$ cat src/rtl/utf8_uart_tx.sv
// UTF-8 encoder + 8N1 UART transmitter: one BMP code point in, 1..3 back-to-back frames out on tx.
// Optional macro UTF8_TX_SURROGATE_FIX_EN replaces surrogates D800..DFFF with U+FFFD on accept.
module utf8_uart_tx #(
  parameter int CLOCK_FREQ = 100_000_000,
  parameter int BAUD_RATE  = 9600
) (
  input  logic        clk,
  input  logic        rst_n,
  input  logic [15:0] code_point,
  input  logic        valid,
  output logic        ready,
  output logic        tx,
  output logic        busy,
  output logic        done,
  output logic [1:0]  byte_len
);

  localparam int CLKS_PER_BIT = CLOCK_FREQ / BAUD_RATE;
  localparam int CNT_W        = $clog2(CLKS_PER_BIT);

  typedef enum logic [1:0] {S_IDLE, S_START, S_DATA, S_STOP} state_e;

  state_e            state_q, state_d;
  logic [CNT_W-1:0]  baud_q, baud_d;
  logic [2:0]        bit_q, bit_d;
  logic [1:0]        left_q, left_d;
  logic [1:0]        len_q, len_d;
  logic [23:0]       buf_q, buf_d;
  logic              done_q, done_d;
  logic              tx_q, tx_d;
  logic [15:0]       cp_eff;
  logic [7:0]        cur_byte_d;
  logic              baud_last;

  function automatic logic [1:0] utf8_len(input logic [15:0] cp);
    if (cp < 16'h0080)      return 2'd1;
    else if (cp < 16'h0800) return 2'd2;
    else                    return 2'd3;
  endfunction

  // Lead byte is left-justified in [23:16] so the shifter always sends bits [23:16].
  function automatic logic [23:0] utf8_pack(input logic [15:0] cp);
    if (cp < 16'h0080)      return {1'b0, cp[6:0], 16'h0000};
    else if (cp < 16'h0800) return {3'b110, cp[10:6], 2'b10, cp[5:0], 8'h00};
    else                    return {4'b1110, cp[15:12], 2'b10, cp[11:6], 2'b10, cp[5:0]};
  endfunction

`ifdef UTF8_TX_SURROGATE_FIX_EN
  assign cp_eff = (code_point >= 16'hD800 && code_point <= 16'hDFFF) ? 16'hFFFD : code_point;
`else
  assign cp_eff = code_point;
`endif

  assign baud_last = (baud_q == CNT_W'(CLKS_PER_BIT - 1));

  always_comb begin
    state_d = state_q;
    baud_d  = baud_q;
    bit_d   = bit_q;
    left_d  = left_q;
    len_d   = len_q;
    buf_d   = buf_q;
    done_d  = 1'b0;
    unique case (state_q)
      S_IDLE: begin
        if (valid) begin
          buf_d   = utf8_pack(cp_eff);
          len_d   = utf8_len(cp_eff);
          left_d  = utf8_len(cp_eff);
          baud_d  = '0;
          state_d = S_START;
        end
      end
      S_START: begin
        if (baud_last) begin
          baud_d  = '0;
          bit_d   = 3'd0;
          state_d = S_DATA;
        end else begin
          baud_d = baud_q + CNT_W'(1);
        end
      end
      S_DATA: begin
        if (baud_last) begin
          baud_d = '0;
          if (bit_q == 3'd7) state_d = S_STOP;
          else               bit_d   = bit_q + 3'd1;
        end else begin
          baud_d = baud_q + CNT_W'(1);
        end
      end
      S_STOP: begin
        if (baud_last) begin
          baud_d = '0;
          if (left_q == 2'd1) begin
            state_d = S_IDLE;
            done_d  = 1'b1;
          end else begin
            left_d  = left_q - 2'd1;
            buf_d   = {buf_q[15:0], 8'h00};
            state_d = S_START;
          end
        end else begin
          baud_d = baud_q + CNT_W'(1);
        end
      end
      default: state_d = S_IDLE;
    endcase
  end

  // tx is registered from next-state values so the pin never glitches.
  assign cur_byte_d = buf_d[23:16];
  always_comb begin
    tx_d = 1'b1;
    if (state_d == S_START)     tx_d = 1'b0;
    else if (state_d == S_DATA) tx_d = cur_byte_d[bit_d];
  end

  always_ff @(posedge clk) begin
    if (!rst_n) begin
      state_q <= S_IDLE;
      baud_q  <= '0;
      bit_q   <= '0;
      left_q  <= '0;
      len_q   <= '0;
      done_q  <= 1'b0;
      tx_q    <= 1'b1;
    end else begin
      state_q <= state_d;
      baud_q  <= baud_d;
      bit_q   <= bit_d;
      left_q  <= left_d;
      len_q   <= len_d;
      done_q  <= done_d;
      tx_q    <= tx_d;
    end
  end

  always_ff @(posedge clk) begin
    buf_q <= buf_d;
  end

  assign ready    = (state_q == S_IDLE);
  assign busy     = (state_q != S_IDLE);
  assign done     = done_q;
  assign byte_len = len_q;
  assign tx       = tx_q;

endmodule
$ cat config.mk
export PLATFORM = sky130hd
export DESIGN_NAME = utf8_uart_tx
export DESIGN_NICKNAME = d
export VERILOG_FILES = /design/src/rtl/utf8_uart_tx.sv
export SDC_FILE = /design/constraint.sdc
export NUM_CORES = 1
export LEC_CHECK = 0
export ABC_AREA = 1
export BUFFER_PORTS_ARGS = -buffer_cell sky130_fd_sc_hd__buf_2
export CORE_MARGIN = 4
export CORE_UTILIZATION = 29
export CTS_BUF_LIST = sky130_fd_sc_hd__clkbuf_8
export CTS_CLUSTER_SIZE = 12
export DETAILED_ROUTE_END_ITERATION = 8
export GPL_TIMING_DRIVEN = 0
export PLACE_DENSITY_LB_ADDON = 0.12
export SYNTH_ARGS = -nofsm -noshare
export SYNTH_HDL_FRONTEND = slang
export SYNTH_SLANG_ARGS = --single-unit
$ cat constraint.sdc
create_clock -name clk -period 4.51 [get_ports clk]
set_input_delay 1.353 -clock clk [delete_from_list [all_inputs] [get_ports clk]]
set_output_delay 1.353 -clock clk [all_outputs]
set_load 0.01 [all_outputs]
==> metrics.txt <==
# TYPE chip_impl_metric gauge
chip_impl_info{name="run_status",value="completed"} 1
chip_impl_metric{name="timing.critical_path.buf_inv",unit=""} 3
chip_impl_metric{name="grt_start_max_net_pins",unit=""} 20
chip_impl_metric{name="i_o_pins",unit=""} 25
chip_impl_metric{name="die_outline_area",unit="µm²"} 11670
chip_impl_metric{name="clk_transition_reported_paths",unit="ns"} 0.09
chip_impl_metric{name="layoutNonFillerInstCount",unit=""} 558
chip_impl_metric{name="synth_warnings",unit=""} 0
chip_impl_metric{name="synthToLayoutAreaGrowth",unit="%"} 12.99
chip_impl_metric{name="postCtsHoldBufs",unit=""} 0
chip_impl_metric{name="drtIter0Drc",unit=""} 154
chip_impl_metric{name="synth_sequential_area_ratio",unit=""} 0.3831
chip_impl_metric{name="finalSetupViolCount",unit=""} 0
chip_impl_info{name="holdCritPathClass",value="reg -> reg"} 1
chip_impl_metric{name="worst_skew_pair.late_latency",unit="ns"} 0.30
chip_impl_metric{name="final_hold_viol_count",unit=""} 0
chip_impl_metric{name="max_slew_margin",unit=""} 0.5238
chip_impl_metric{name="fin_nets",unit=""} 451
chip_impl_metric{name="power.ir.vdd_worst",unit="mV"} 0.1125
chip_impl_metric{name="cts.sinks",unit=""} 48
chip_impl_info{name="layout_commonest_cell",value="nand2_1"} 1
chip_impl_metric{name="number_of_rows_in_the_core_area",unit=""} 36
chip_impl_metric{name="routed-via-count",unit=""} 2509
chip_impl_metric{name="clk_path_buf_depth",unit=""} 2
chip_impl_info{name="ctsRootBufferMaster",value="clkbuf_8"} 1
chip_impl_metric{name="fin_worst_skew",unit="ns"} 0.009835
chip_impl_metric{name="synth.distinct_cells",unit=""} 41
chip_impl_info{name="element_type_at_the_critical_path_start",value="flip-flop"} 1
chip_impl_metric{name="antenna_diode_count",unit=""} 0
chip_impl_metric{name="post-route-min-period",unit="ns"} 2.767
chip_impl_metric{name="ctsHtreeMaxLevel",unit=""} 2
chip_impl_metric{name="global_route.overflow_total",unit=""} 0
chip_impl_metric{name="max-cap-violations",unit=""} 0
chip_impl_info{name="end_kind",value="primary output"} 1
chip_impl_metric{name="synth-seq-cells",unit=""} 48
chip_impl_metric{name="post_synth_instance_area",unit="µm²"} 2900
chip_impl_info{name="cp_top_family",value="flip-flops"} 1
chip_impl_metric{name="drive_gt1_frac",unit=""} 0.1812
chip_impl_metric{name="cts_resized",unit=""} 0
chip_impl_metric{name="drcViolationCount",unit=""} 0
chip_impl_metric{name="synth_enable_flop_cells",unit=""} 15
chip_impl_metric{name="ant_nets",unit=""} 0
chip_impl_metric{name="finalWirelength",unit="µm"} 7284
chip_impl_metric{name="stage_delay_of_the_slowest_cell_on_the_critical_path",unit="ns"} 0.46
chip_impl_metric{name="post-place-cells",unit=""} 550
chip_impl_metric{name="synth.net_count",unit=""} 420
chip_impl_metric{name="global_placement_routability_congestion",unit=""} 0.8063
chip_impl_metric{name="p_leak",unit="nW"} 1.484
chip_impl_metric{name="num-fill-cells",unit=""} 1069
chip_impl_metric{name="post_synth_inst_count",unit=""} 393
chip_impl_metric{name="first_pass_iters",unit=""} 4
chip_impl_metric{name="routedWlPerCell",unit="µm"} 13.05
chip_impl_metric{name="syn_area_per_cell",unit="µm²"} 7.380
chip_impl_metric{name="fmax",unit="MHz"} 361.4
chip_impl_metric{name="critPathRequiredTime",unit="ns"} 3.16
chip_impl_metric{name="cts_made_buffers",unit=""} 5
chip_impl_info{name="crit_path_top_delay_cell",value="dfxtp_1"} 1
chip_impl_info{name="synth_top_cell_by_area",value="dfxtp_1"} 1
chip_impl_info{name="worst_setup_path_startpoint",value="state_q[0]"} 1
chip_impl_info{name="critical_path.cell_chain",value="inv_1, ha_1, inv_2, buf_2"} 1
chip_impl_metric{name="report.final.slew_viol_count",unit=""} 0
chip_impl_metric{name="via_count_of_the_first_global_routing_pass",unit=""} 2512
chip_impl_info{name="postSynth.topFlopCell",value="dfxtp_1"} 1
chip_impl_info{name="timing_worst_setup_path_type",value="reg -> out"} 1
chip_impl_metric{name="place_hpwl",unit="µm"} 5548
chip_impl_metric{name="antenna_found_initial",unit=""} 0
chip_impl_metric{name="postCtsSetupRepairBufs",unit=""} 0
chip_impl_metric{name="timing.final.crit_share",unit=""} 0.6136
chip_impl_metric{name="fp.coreArea",unit="µm²"} 9774
chip_impl_metric{name="grt_use_total",unit=""} 0.1348
chip_impl_metric{name="power.density_cell_area",unit="nW/µm²"} 277.0
chip_impl_metric{name="synthDominantCellAreaShare",unit=""} 0.2278
chip_impl_metric{name="io_buffers",unit=""} 24
chip_impl_info{name="reg2reg_from",value="baud_q[0]"} 1
chip_impl_metric{name="worst-endpoint-arrival",unit="ns"} 1.41
chip_impl_metric{name="grt_pass1_wl",unit="µm"} 12450
chip_impl_metric{name="floorplan.die.width",unit="µm"} 108.0
chip_impl_metric{name="setup_total_negative_slack",unit="ns"} 0
chip_impl_info{name="mostFrequentLayoutCells",value="nand2_1, inv_1, nor2_1, nand3_1, dfxtp_1"} 1
chip_impl_info{name="grt_setup_unrepaired",value="no"} 1
chip_impl_metric{name="floorplan.initialDensity",unit=""} 0.2967
chip_impl_info{name="tritoncts",value="done"} 1
chip_impl_metric{name="via_per_inst",unit=""} 4.496
chip_impl_metric{name="die_y",unit="µm"} 108.0
chip_impl_metric{name="path_max_fanout",unit=""} 6
chip_impl_metric{name="worst_pin_slew",unit="ns"} 0.7135
chip_impl_info{name="ranking_of_synthesized_cells_by_area",value="dfxtp_1, edfxtp_1, nand2_1, inv_1, nand3_1"} 1
chip_impl_info{name="min_from",value="buf_q[20]"} 1
chip_impl_metric{name="async_flop_share",unit=""} 0
[layout make-up]
type	count	area [µm²]	area share
timing repair buffer	24	120.1	0.03666
multi-input combinational	286	1546	0.4719
inverter	56	210.2	0.06415
clock buffer	6	82.58	0.02520
sequential	48	1111	0.3391
buffer	3	32.53	0.009927
tap	133	166.4	0.05078
clock inverter	2	7.507	0.002291
[through the flow]
step	hold WS, ns	util	area [µm²]	worst slack, ns	total power (W)
floorplan	0.4149	-	2900	1.914	0.0005985
CTS	0.4525	0.3353	3277	1.746	0.0009234
detailed placement	0.4297	0.3260	3187	1.506	0.0006472
global placement	0.4249	0.3260	3187	1.477	0.0006467
global route	0.4736	0.3353	3277	1.513	0.0009604
finish	0.4466	0.3353	3277	1.743	0.0009076
[where the power goes]
group	leakage, nW	total (W)	internal [W]	switching, W
combinational	1.01	0.000143	0.0000457	0.0000969
clock	0.0538	0.000272	0.000121	0.000151
sequential	0.422	0.000493	0.000481	0.0000121
total	1.48	0.000908	0.000648	0.000260
[final timing paths]
kind / to / slack (ns) / depth (start not counted)
worst min-delay path: buf_q[20] / 0.45 / 2
worst min register to register: buf_q[20] / 0.45 / 2
worst max-delay path: busy / 1.74 / 4
worst max register to register: left_q[1] / 2.12 / 9
[cells in the mapped netlist (2+ instances only)]
cell type  instances
inv_2              5
ha_1               8
dfxtp_1           33
nand2_4            4
clkbuf_8           2
a32o_1             2
nor2_2             5
nand2_2            6
a21oi_1           19
o21ai_2            2
nor3_1             5
o21ai_1            6
nand4_1            2
o21ai_0           11
nor2_8             2
nand2_1           99
o211ai_1           3
nor2_4             5
nand3_1           34
xor2_1             2
nor2_1            45
edfxtp_1          15
inv_1             50
nand3_2           11
[flip-flops by register name (all words and copies together), names as in the netlist]
register / cells
buf_q: 23
bit_q: 3
state_q: 2
left_q: 2
byte_len: 2
tx: 1
baud_q: 14
done: 1
[worst reg2reg max path: cells and delay by family, from the launching register on]
| kind | cells | cell delay (ns) |
|---|---|---|
| and+or+nand+nor | 4 | 0.72 |
| buffers and inverters | 1 | 0.54 |
| AOI/OAI and AO/OA | 3 | 0.46 |
| DFF | 1 | 0.38 |
| adders and majority gates | 1 | 0.21 |
[cell families (layout without fill, tap and decap cells)]
logic type               Yosys count  after routing  share of synthesized area
buffers and inverters             59             91                    0.08369
adder cells (fa/ha/maj)            8              8                    0.03451
AND/OR/NAND/NOR                  222            222                     0.3788
other                              1              1                   0.001293
flip-flops                        48             48                     0.3831
AO/OA/AOI/OAI                     52             52                     0.1096
XOR/XNOR                           3              3                   0.009061
[per-layer routing]
metal  routed length, µm  share of wire  vias up  GRT usage
met2                3034           0.42       44     0.2069
met4                  59         0.0081        0    0.03246
li1                    -              -     1337          -
met1                3963           0.54     1122     0.1970
met3                 227          0.031        6    0.02328
met5                   0              0        -          0
No activity file was read; power rests on OpenSTA's default activity.
